[src/rtl/spg_sched.sv]
`default_nettype none
// ============================================================================
// Module   : spg_sched
// Brief    : Sequencer for the UKF sigma-point generator. Streams S columns
//            into the generator and routes results into the sigma buffer.
// Revision : 1.0
// ============================================================================
module spg_sched #(
    parameter int                N_STATE   = 6,
    parameter int                DATA_W    = 32,
    parameter logic [DATA_W-1:0] GAMMA_RST = 32'h0300_0000,
    parameter int                SAW       = $clog2(N_STATE),
    parameter int                PAW       = $clog2(2*N_STATE+1)
) (
    input  logic                        clk,
    input  logic                        rst,
    input  logic                        start,
    input  logic [N_STATE*DATA_W-1:0]   x_in,
    input  logic                        cfg_gamma_we,
    input  logic [DATA_W-1:0]           cfg_gamma,
    output logic                        busy,
    output logic                        done,
    output logic                        err,
    output logic                        s_rd_en,
    output logic [SAW-1:0]              s_rd_addr,
    input  logic [N_STATE*DATA_W-1:0]   s_rd_data,
    output logic                        spg_en,
    output logic [DATA_W-1:0]           spg_gamma,
    output logic [N_STATE*DATA_W-1:0]   spg_x,
    output logic [N_STATE*DATA_W-1:0]   spg_s,
    input  logic                        spg_valid,
    input  logic [N_STATE*DATA_W-1:0]   spg_sp1,
    input  logic [N_STATE*DATA_W-1:0]   spg_sp2,
    output logic                        sp_wr_en_a,
    output logic [PAW-1:0]              sp_wr_addr_a,
    output logic [N_STATE*DATA_W-1:0]   sp_wr_data_a,
    output logic                        sp_wr_en_b,
    output logic [PAW-1:0]              sp_wr_addr_b,
    output logic [N_STATE*DATA_W-1:0]   sp_wr_data_b
);

    localparam logic [2:0] c_ST_FLUSH = 3'd0;
    localparam logic [2:0] c_ST_IDLE  = 3'd1;
    localparam logic [2:0] c_ST_LOAD  = 3'd2;
    localparam logic [2:0] c_ST_RUN   = 3'd3;
    localparam logic [2:0] c_ST_DRAIN = 3'd4;
    localparam logic [2:0] c_ST_DONE  = 3'd5;

    localparam logic [SAW-1:0] c_K_LAST  = SAW'(N_STATE-1);
    localparam logic [PAW-1:0] c_ADDR_N  = PAW'(N_STATE);
    localparam logic [PAW-1:0] c_ADDR_2N = PAW'(2*N_STATE);

    logic [2:0]                  r_state;
    logic [SAW-1:0]              r_k;
    logic [N_STATE*DATA_W-1:0]   r_x;
    logic [DATA_W-1:0]           r_gamma;
    logic                        r_err;

    logic w_load, w_run, w_drain, w_pair;

    assign w_load  = (r_state == c_ST_LOAD);
    assign w_run   = (r_state == c_ST_RUN);
    assign w_drain = (r_state == c_ST_DRAIN);
    // Column k-1 result arrives while RUN is at k; the last column lands in DRAIN.
    assign w_pair  = (w_run && (r_k != '0)) || w_drain;

    always_ff @(posedge clk) begin
        if (rst) begin
            r_state <= c_ST_FLUSH;
            r_k     <= '0;
            r_x     <= '0;
            r_gamma <= GAMMA_RST;
            r_err   <= 1'b0;
        end else begin
            case (r_state)
                c_ST_FLUSH: r_state <= c_ST_IDLE;
                c_ST_IDLE: begin
                    if (cfg_gamma_we) r_gamma <= cfg_gamma;
                    if (start) begin
                        r_x     <= x_in;
                        r_err   <= 1'b0;
                        r_state <= c_ST_LOAD;
                    end
                end
                c_ST_LOAD: begin
                    r_k     <= '0;
                    r_state <= c_ST_RUN;
                end
                c_ST_RUN: begin
                    r_k <= r_k + SAW'(1);
                    if (r_k == c_K_LAST) r_state <= c_ST_DRAIN;
                end
                c_ST_DRAIN: r_state <= c_ST_DONE;
                c_ST_DONE:  r_state <= c_ST_IDLE;
                default:    r_state <= c_ST_FLUSH;
            endcase
            if (w_pair && !spg_valid) r_err <= 1'b1;
        end
    end

    always_comb begin
        busy         = (r_state != c_ST_IDLE);
        done         = (r_state == c_ST_DONE);
        err          = r_err;
        spg_en       = w_load || w_run;
        s_rd_en      = w_load || (w_run && (r_k != c_K_LAST));
        s_rd_addr    = w_load ? '0 : (r_k + SAW'(1));
        spg_gamma    = r_gamma;
        spg_x        = r_x;
        spg_s        = s_rd_data;
        sp_wr_en_a   = w_load || w_pair;
        sp_wr_addr_a = w_load ? '0 : (w_drain ? c_ADDR_N : PAW'(r_k));
        sp_wr_data_a = w_load ? r_x : spg_sp1;
        sp_wr_en_b   = w_pair;
        sp_wr_addr_b = w_drain ? c_ADDR_2N : (PAW'(r_k) + c_ADDR_N);
        sp_wr_data_b = spg_sp2;
    end

endmodule
`default_nettype wire

[config.mk]
export PLATFORM = sky130hd
export DESIGN_NAME = spg_sched
export DESIGN_NICKNAME = d
export VERILOG_FILES = /design/src/rtl/spg_sched.sv
export SDC_FILE = /design/constraint.sdc
export NUM_CORES = 1
export LEC_CHECK = 0
export BUFFER_PORTS_ARGS = -buffer_cell sky130_fd_sc_hd__buf_2
export CORE_AREA = 2 2 632 634
export DETAILED_ROUTE_END_ITERATION = 10
export DIE_AREA = 0 0 634 636
export PLACE_DENSITY = 0.3
export SYNTH_ARGS = -nofsm -noshare
export SYNTH_HDL_FRONTEND = slang
export SYNTH_SLANG_ARGS = --single-unit
[constraint.sdc]
create_clock -name clk -period 2.2 [get_ports clk]
set_input_delay 0.33 -clock clk [delete_from_list [all_inputs] [get_ports clk]]
set_output_delay 0.33 -clock clk [all_outputs]
set_load 0.02 [all_outputs]
After elaboration in Yosys (flattened, before gate mapping)
Cells that the tools add are included.
{"block": "word_totals", "input_bits": 805, "regBits": 231, "wordCells": 47}
{"block": "op_classes", "reduce_logical": 18, "n_mux": 12, "addsub": 2, "eq_ne": 10}
{"op": "$mux 192", "n": 1}
{"op": "$mux 3", "n": 5}
{"op": "$pmux 3 s5", "n": 1}
{"op": "$eq 3x3->1 const B", "n": 3}
{"op": "$reduce_and 2->1", "n": 4}
{"op": "$eq 3x2->1 const B", "n": 2}
{"op": "$pmux 3 s2", "n": 1}
{"op": "$reduce_bool 2->1", "n": 3}
{"op": "$add 3x3->4 const B", "n": 1}
{"op": "$logic_or 1x1->1", "n": 4}
{"op": "$mux 4", "n": 1}
{"op": "$add 3x1->3 const B", "n": 1}
{"op": "$eq 3x1->1 const B", "n": 1}
{"op": "$logic_and 1x1->1", "n": 3}
{"op": "$logic_not 3->1", "n": 1}
{"op": "$mux 1", "n": 3}
{"op": "$ne 3x1->1 const B", "n": 1}
{"op": "$ne 3x3->1 const B", "n": 1}
{"op": "$reduce_bool 3->1", "n": 1}
{"op": "$ne 2x1->1 const B", "n": 1}
{"op": "$ne 2x2->1 const B", "n": 1}
{"op": "$reduce_or 2->1", "n": 1}
{"op": "$logic_not 1->1", "n": 1}

Logic depth before layout (Yosys ltp)
Gate-level depths: netlist of the first run.
{"block": "depth", "ltp_word": 6, "depth_mapped": 7, "mapped_depth_nobuf": 5}

Worst setup path before layout of the first run
Ideal clock, no wire load.
{"block": "synth_timing", "path_kind": "flip-flop to output port", "from": "register r_state[2]", "to": "output port sp_wr_data_a[133]", "path_stages_with_launch": 8, "arrival_time_ns": 1.528, "path_slack_ns": 0.342, "path_cell_list": "dfxtp_1 -> nand2b_1 -> inv_2 -> nand2b_1 -> buf_2 -> buf_6 -> buf_2 -> mux2_1"}
{"block": "synth_via", "elab_chain_cells": 2}
{"item": "from (decl)", "line": "53", "text": "logic [2:0] r_state;"}
{"item": "from (signal assigned)", "line": "69", "text": "r_state <= c_ST_FLUSH;"}
{"item": "from (signal assigned)", "line": "76", "text": "c_ST_FLUSH: r_state <= c_ST_IDLE;"}
{"item": "from (signal assigned)", "line": "82", "text": "r_state <= c_ST_LOAD;"}
{"item": "$eq 3x2->1", "line": "61", "text": "assign w_load = (r_state == c_ST_LOAD);"}
{"item": "$mux 192", "line": "113", "text": "sp_wr_data_a = w_load ? r_x : spg_sp1;"}
{"item": "to (decl)", "line": "36", "text": "output logic [N_STATE*DATA_W-1:0] sp_wr_data_a,"}
Every way passes these cells.

Worst setup path after layout of the first run
{"block": "layout_timing", "from": "register r_state[2]", "to": "output port sp_wr_data_a[26]"}
Same word-level chain as after synthesis.

==> impl_metrics.tcl, run 1 <==
set metrics [dict create \
    grt_max_degree 87 \
    synth_adder_area_share_pct 0.374 \
    finalSetupViolCount 201 \
    gr-usage-all-layers_pct 11.0 \
    finalHoldWorstSlack_ps 78.1 \
    syn_nets 2451 \
    critPathTopFamily "buffers and inverters" \
    cts.sinks 231 \
    worstMarginPinSlew_ps 831 \
    worstPathArrival_ps 2300 \
    die_y_um 636 \
    initial_utilization_pct 3.37 \
    synth_edf_count 0 \
    cts_tree "done" \
    drv_slew 0 \
    ys.flop_type "dfxtp_1" \
    grt_pass1_vias 15400 \
    syn_to_final_growth_pct 109 \
    slowest_delay_ps 370 \
    syn_area_sq_um 13400 \
    ys_async_sr_fraction_pct 0 \
    grt_pass1_wl_um 263000 \
    design.core.area_sq_um 397000 \
    synth_compound_area_share_pct 8.80 \
    clk_pin_slew_worst_paths_ps 50 \
    fin_skew_ps 40.3 \
    finalPower_mw 17.1 \
    cp.required_ps 1870 \
    yosysTopAreaCell "dfxtp_1" \
    die_w_um 634 \
    ys_types 34 \
    hold_viol_final 0 \
    cts_made_buffers 41 \
    fin_area_sq_um 28000 \
    grt_overflow 0 \
    violations "negative setup slack" \
    timing.fmax_mhz 380 \
    grt_antenna_before_repair 194 \
    worst-path-max-fanout 8 \
    cellLeakagePower_nw 10.8 \
    rows 232 \
    cp_slowest_cell "mux2_2" \
    nFillCells 46700 \
    finalCritPeriodShare_pct 120 \
    die_area_sq_um 403000 \
    setup.worst_path.start_class "register" \
    pin_count 1623 \
    synthMuxAreaShare_pct 16.2 \
    drive_gt1_share_pct 49.5 \
    rsz0062_at_grt "yes" \
    htreeDepth 2 \
    post-place-ws_ps -217 \
    ant_nets 0 \
    gp_congestion 0.766 \
    synthXorXnorAreaFrac_pct 0.0654 \
    layout_common_cells "buf_2 (699), nand2_1 (452), a21oi_1 (225), dlygate4sd3_1 (225), dfxtp_1 (218)" \
    path_cells "nand2b_4, inv_4, nand2b_4, buf_12, buf_16, buf_12, mux2_2, buf_2" \
    hold_path_class "in2reg" \
    irDropWorstVdd_v 0.000505 \
    layout_min_cycle_time_ps 2630 \
    ys_seq_elements 231 \
    route.detailed.drc 0 \
    drt-initial-drc-count 965 \
    fin_tns_setup_ps -65250 \
    worst_slack_ps -434 \
    synth_area_per_cell_sq_um 8.16 \
    synth-simple-area-share_pct 14.2 \
    drv.max_cap_violation_count 0 \
    synth_top_family_by_area "buffers and inverters" \
    wl_per_cell_um 30.2 \
    cts-root-buf "clkbuf_16" \
    yosysTopAreaCellShare_pct 34.5 \
    viasPerCell 2.08 \
    ys.warnings.count 0 \
    dpl.hpwl_um 209000 \
    drt_wl_total_um 234000 \
    final_common_cell "buf_2" \
    powerDensity_nw_per_um2 611 \
    ys_seq_area_share_pct 34.5 \
    crit_type "reg2out" \
    post-place-cells 7322 \
    vias 16100 \
    dpl_cell_area_sq_um 21700 \
    utilization_pct 7.06 \
    worst_setup_path_end_kind "output pin" \
    clockBufferDepth 3 \
    drt-pass1-iter-count 5 \
    max-slew-margin-rel_pct 44.6 \
    final_cells 7748 \
    final_nets 3168 \
    port_buffers 853 \
    netlist_instances 1642 \
    status "finished with violations" \
    synthTopCellsByArea "dfxtp_1 (35%), buf_4 (22%), mux2_1 (13%)" \
    clock_latency_ps 670 \
    crit_buf_inv 5 \
]
[worst paths after layout]
| path | startpoint | end | slack, ps | cells past startpoint |
|---|---|---|---|---|
| worst min-delay path | x_in[41] | spg_x[41] | 80 | 3 |
| worst max-delay path | r_state[2] | sp_wr_data_a[26] | -430 | 8 |
| worst min register to register | spg_gamma[1] | spg_gamma[1] | 460 | 2 |
| worst max register to register | r_state[0] | spg_x[158] | 130 | 6 |
[layout make-up]
cell class / instances / area (sq um) / share of cell area, %
Inverter: 7 / 28.8 / 0.103
Antenna cell: 93 / 233 / 0.830
Clock inverter: 20 / 385 / 1.38
Sequential cell: 231 / 4640 / 16.6
Tap cell: 5265 / 6590 / 23.5
Multi-Input combinational cell: 917 / 5950 / 21.2
Timing Repair Buffer: 1161 / 9010 / 32.1
Clock buffer: 54 / 1190 / 4.24
[power breakdown]
group	internal (mW)	switching, mW	leakage (nW)
clock network	4.98	2.87	0.766
registers	4.39	0.586	1.89
logic	1.88	2.42	8.15
total	11.2	5.88	10.8
[metal layers]
layer	routed length, um	global-route usage [%]	share of wire (%)
met1	76000	10.2	32
met2	102000	17.4	44
met3	43700	9.47	19
met4	11000	4.07	4.7
met5	1170	0.573	0.50
[timing repair]
action	CTS	global route
buffers inserted	12	13
hold endpoints to repair	223	0
resized for setup	245	319
setup endpoints to repair	232	213
hold buffers	225	0
gates cloned	3	11
pin swaps	2	1
[state kept, by name, summed over array words and instances (netlist names)]
| register | count |
|---|---|
| spg_gamma | 32 |
| r_k | 3 |
| spg_x | 192 |
| err | 1 |
| r_state | 3 |
[tightest hold or removal path: stages]
cell,delay [ps]
buf_2,100
nand2_1,170
a21oi_1,90
[logic make-up after synthesis]
| kind of cell | Yosys count |
|---|---|
| flops | 231 |
| mux | 193 |
| compound gates | 232 |
| other cells | 1 |
| simple gates | 486 |
| fa+ha+maj | 4 |
| buf+inv | 494 |
| xor+xnor | 1 |
[synth_stat cells, drive strengths merged, types with 2 or more instances]
| library cell | n |
|---|---|
| nand2 | 452 |
| buf | 451 |
| dfxtp | 231 |
| a21oi | 225 |
| mux2 | 192 |
| clkbuf | 36 |
| nand3 | 8 |
| nor2 | 8 |
| inv | 7 |
| ha | 4 |
| nand2b | 4 |
| and2 | 2 |
| nand4bb | 2 |
| nor2b | 2 |
| nor3 | 2 |
| o21ai | 2 |
(Power assumes the default switching activity.)
==> run 2: changes to the inputs <==
Settings changed: BUFFER_PORTS_ARGS -buffer_cell sky130_fd_sc_hd__buf_2 to unset, CORE_AREA 2 2 632 634 to 2 2 637 639, DIE_AREA 0 0 634 636 to 0 0 639 641, DONT_BUFFER_PORTS set to 1, RECOVER_POWER set to 25.
==> run 2 against run 1 <==
Against the previous run: the run still ends with negative setup slack left; critical path type unchanged; worst hold slack worse by 19 ps; highest routed layer unchanged; wire length is 7.5% lower; via count is 16% lower; clock skew is 14 ps higher; count of clock-buffer cells in the layout is 7 lower.
==> impl_metrics.tcl, run 2 (synthesized netlist as in run 1, its figures left out) <==
set metrics [dict create \
    clock_latency_ps 690 \
    status "finished with violations" \
    hold_path_class "in2reg" \
    p_comb_share_pct 22.8 \
    violations "negative setup slack" \
    switching_share_pct 37.7 \
    cellLeakagePower_nw 8.01 \
    die_y_um 641 \
    drt_wl_total_um 216000 \
    syn_to_final_growth_pct 85.1 \
    wl_per_cell_um 30.3 \
    drv_slew 0 \
    layout_min_cycle_time_ps 2610 \
    gr-usage-all-layers_pct 9.94 \
    viasPerCell 1.89 \
    clockBufferDepth 3 \
    cts_made_buffers 39 \
    worst-path-max-fanout 9 \
    layout_common_cells "nand2_1 (452), dlygate4sd3_1 (242), a21oi_1 (225)" \
    switching_power_mw 5.76 \
    grt_antenna_before_repair 179 \
    rsz0062_at_grt "yes" \
    grt_max_degree 231 \
    clk_pin_slew_worst_paths_ps 60 \
    finalSetupViolCount 203 \
    cts.sinks 231 \
    nFillCells 47200 \
    cts_tree "done" \
    final_common_cell "nand2_1" \
    finalCritPeriodShare_pct 119 \
    timing.fmax_mhz 383 \
    clkPwrFrac_pct 43.9 \
    ff_latch_area_sq_um 4650 \
    hold_viol_final 0 \
    route.detailed.drc 0 \
    setup.worst_path.start_class "register" \
    ant_nets 0 \
    vias 13500 \
    rows 233 \
    worst_setup_path_end_kind "output pin" \
    internal-power_mw 9.51 \
    grt_pass1_wl_um 238000 \
    drive_gt1_share_pct 31.7 \
    post-place-ws_ps 0.492 \
    grt_pass1_vias 12400 \
    multiInputGateArea_sq_um 5990 \
    grt_overflow 0 \
    max-slew-margin-rel_pct 35.2 \
    worstPathArrival_ps 2280 \
    drt-initial-drc-count 1125 \
    powerDensity_nw_per_um2 616 \
    worst_slack_ps -412 \
    drv.max_cap_violation_count 0 \
    fin_skew_ps 54.1 \
    gp_congestion 0.696 \
    die_w_um 639 \
    irDropWorstVdd_v 0.000605 \
    die_area_sq_um 410000 \
    p_seq_share_pct 33.3 \
    dpl.hpwl_um 186000 \
    finalPower_mw 15.3 \
    crit_type "reg2out" \
    htreeDepth 2 \
    largest_reg_flops 192 \
    final_nets 2527 \
    cp.required_ps 1870 \
    design.core.area_sq_um 402000 \
    pin_count 1623 \
    cts-root-buf "clkbuf_16" \
    drt-pass1-iter-count 5 \
    port_buffers 0 \
    worstMarginPinSlew_ps 972 \
    initial_utilization_pct 3.33 \
]
-- run 2: critical path: stages, from the launching register on --
cell and delay, ps:
dfxtp_2 330, nand2b_4 130, inv_4 40, nand2b_4 130
buf_12 190, buf_12 180, mux2_4 320, buf_12 150
-- run 2: power groups by stage --
stage | clock (mW) | combinational, mW | sequential, mW
after floorplan | 0 | 2.21 | 4.83
after global placement | 0 | 2.62 | 5.22
after detailed placement | 0 | 2.64 | 5.21
after CTS | 7.18 | 3.45 | 5.13
after global routing | 7.22 | 3.70 | 5.12
final | 6.71 | 3.48 | 5.08
-- run 2: timing repair --
action | 4_1_cts | 5_1_grt
setup buffers | 15 | 9
hold endpoints to repair | 231 | 103
setup endpoints to repair | 218 | 224
gates cloned | 12 | 2
resized for setup | 323 | 52
hold buffers | 227 | 18
pin swaps | 1 | 1
-- run 2: worst paths after layout --
check                 from                 to  slack [ps]  depth (start not counted)
max             r_state[2]  sp_wr_data_a[183]        -410                          7
min               x_in[63]          spg_x[63]          60                          2
max reg2reg     r_state[2]      spg_gamma[14]         120                          6
min reg2reg  spg_gamma[19]      spg_gamma[19]         560                          2
-- run 2: stage by stage --
step | instance area, sq um | TNS [ps] | util, % | std cells | hold WS [ps]
after detailed placement | 19300 | 0 | 4.81 | 6686 | 458
after CTS | 24100 | -96960 | 6.00 | 7010 | -339
after floorplan | 13400 | 0 | - | 1642 | 452
after global routing | 24700 | -91140 | 6.13 | 7079 | 34.9
final | 24800 | -63010 | 6.17 | 7136 | 59.6
after global placement | 19300 | -2.69 | 4.81 | 6686 | 455
-- run 2: final cells by class --
class / instances / share of cell area [%]
diodes: 102 / 1.03
flip-flops and latches: 231 / 18.7
clock inverters: 23 / 1.03
inverters: 7 / 0.126
multi-input cells: 917 / 24.1
well taps: 5287 / 26.7
clock buffers: 47 / 4.26
repair buffers: 522 / 24.0
-- run 2: routing by layer --
metal / GRT usage (%) / wire [um]
met3: 7.64 / 35400
met2: 15.5 / 95700
met5: 0.981 / 1080
met4: 4.77 / 12000
met1: 9.52 / 72100
==> run 3: changes to the inputs <==
Settings changed: SETUP_SLACK_MARGIN set to 0.02.
==> run 3 against run 2 <==
Against the previous run: the flow still finishes with violations (negative setup slack); first-iteration DRC count down 6.3%; critical endpoint unchanged; worst hold slack better by 1.6 ps; count of clock-buffer cells in the layout unchanged.
==> impl_metrics.tcl, run 3 (synthesized netlist as in run 1, its figures left out) <==
set metrics [dict create \
    initial_utilization_pct 3.33 \
    setup.worst_path.start_class "register" \
    grt_overflow 0 \
    drv_slew 0 \
    worstMarginPinSlew_ps 946 \
    clockBufferDepth 3 \
    rsz0062_at_grt "yes" \
    die_area_sq_um 410000 \
    gp_congestion 0.696 \
    viasPerCell 1.89 \
    cts.sinks 231 \
    grt_pass1_wl_um 237000 \
    drt-initial-drc-count 1054 \
    irDropWorstVdd_v 0.000608 \
    hold_viol_final 0 \
    post-place-cells 6686 \
    final_common_cell "nand2_1" \
    finalSetupViolCount 203 \
    layout_min_cycle_time_ps 2630 \
    wl_per_cell_um 30.3 \
    clk_pin_slew_worst_paths_ps 70 \
    layout_common_cells "nand2_1 (452), dlygate4sd3_1 (239), a21oi_1 (225)" \
    cts_tree "done" \
    hold_path_class "in2reg" \
    htreeDepth 2 \
    final_nets 2527 \
    pin_count 1623 \
    worst-path-max-fanout 9 \
    drive_gt1_share_pct 32.0 \
    worstPathArrival_ps 2300 \
    cts_made_buffers 39 \
    fin_area_sq_um 24800 \
    clock_latency_ps 690 \
    die_y_um 641 \
    cellLeakagePower_nw 8.00 \
    grt_antenna_before_repair 178 \
    grt_max_degree 231 \
    cts-root-buf "clkbuf_16" \
    vias 13500 \
    largest_reg_flops 192 \
    ant_nets 0 \
    fin_skew_ps 57.0 \
    finalCritPeriodShare_pct 120 \
    violations "negative setup slack" \
    port_buffers 0 \
    drt_wl_total_um 216000 \
    powerDensity_nw_per_um2 616 \
    cp.required_ps 1870 \
    status "finished with violations" \
    syn_to_final_growth_pct 85.2 \
    finalPower_mw 15.3 \
    gr-usage-all-layers_pct 9.93 \
    drv.max_cap_violation_count 0 \
    timing.fmax_mhz 380 \
    grt_pass1_vias 12300 \
    drt-pass1-iter-count 7 \
    rows 233 \
    dpl.hpwl_um 186000 \
    design.core.area_sq_um 402000 \
    max-slew-margin-rel_pct 36.9 \
    route.detailed.drc 0 \
    crit_type "reg2out" \
    final_cells 7137 \
    worst_slack_ps -430 \
    dpl_cell_area_sq_um 19300 \
    die_w_um 639 \
    worst_setup_path_end_kind "output pin" \
    fin_tns_setup_ps -64740 \
]
==> run 3: critical path, cell delays in order (launching register included) <==
cell	delay, ps
dfxtp_2	330
nand2b_4	130
inv_4	40
nand2b_4	130
buf_12	200
buf_12	190
mux2_4	320
buf_12	150
==> run 3: per-stage QoR <==
| stage | utilization (%) | setup WS [ps] | hold WS, ps |
|---|---|---|---|
| global route | 6.14 | -546 | 34.9 |
| detailed placement | 4.81 | 0.492 | 458 |
| finish | 6.17 | -430 | 61.2 |
| floorplan | - | 342 | 452 |
| CTS | 5.98 | -571 | -358 |
| global placement | 4.81 | -2.69 | 455 |
==> run 3: worst paths after layout <==
path	startpoint	end	slack, ps	cells after the start
setup / recovery	r_state[2]	sp_wr_data_a[183]	-430	7
hold / removal	x_in[63]	spg_x[63]	60	2
setup reg to reg	r_state[2]	spg_gamma[3]	200	6
hold reg to reg	spg_gamma[19]	spg_gamma[19]	560	2
==> run 3: routing by layer <==
layer / GRT usage, % / wire (um)
met3: 7.58 / 35300
met5: 0.981 / 1130
met4: 4.73 / 12200
met2: 15.5 / 95100
met1: 9.55 / 72200
==> run 3: cell type report <==
class	count	area [sq um]
Fill cell	47200	377000
Timing Repair Buffer	522	5960
Clock buffer	47	1060
Multi-Input combinational cell	917	5990
Sequential cell	231	4650
Antenna cell	103	258
Inverter	7	31.3
Clock inverter	23	256
Tap cell	5287	6620
==> run 3: power by group <==
| part | switching, mW | internal (mW) |
|---|---|---|
| Clock | 3.09 | 3.62 |
| Combinational | 1.99 | 1.50 |
| Sequential | 0.689 | 4.39 |
| Total | 5.78 | 9.52 |
==> run 3: repair_timing <==
item,CTS,global route
gates resized for setup,323,55
hold buffers,221,21
cloned,12,2
buffers inserted,15,12
endpoints found under the setup margin,221,218
pin swaps,1,1
endpoints found under the hold margin,231,109
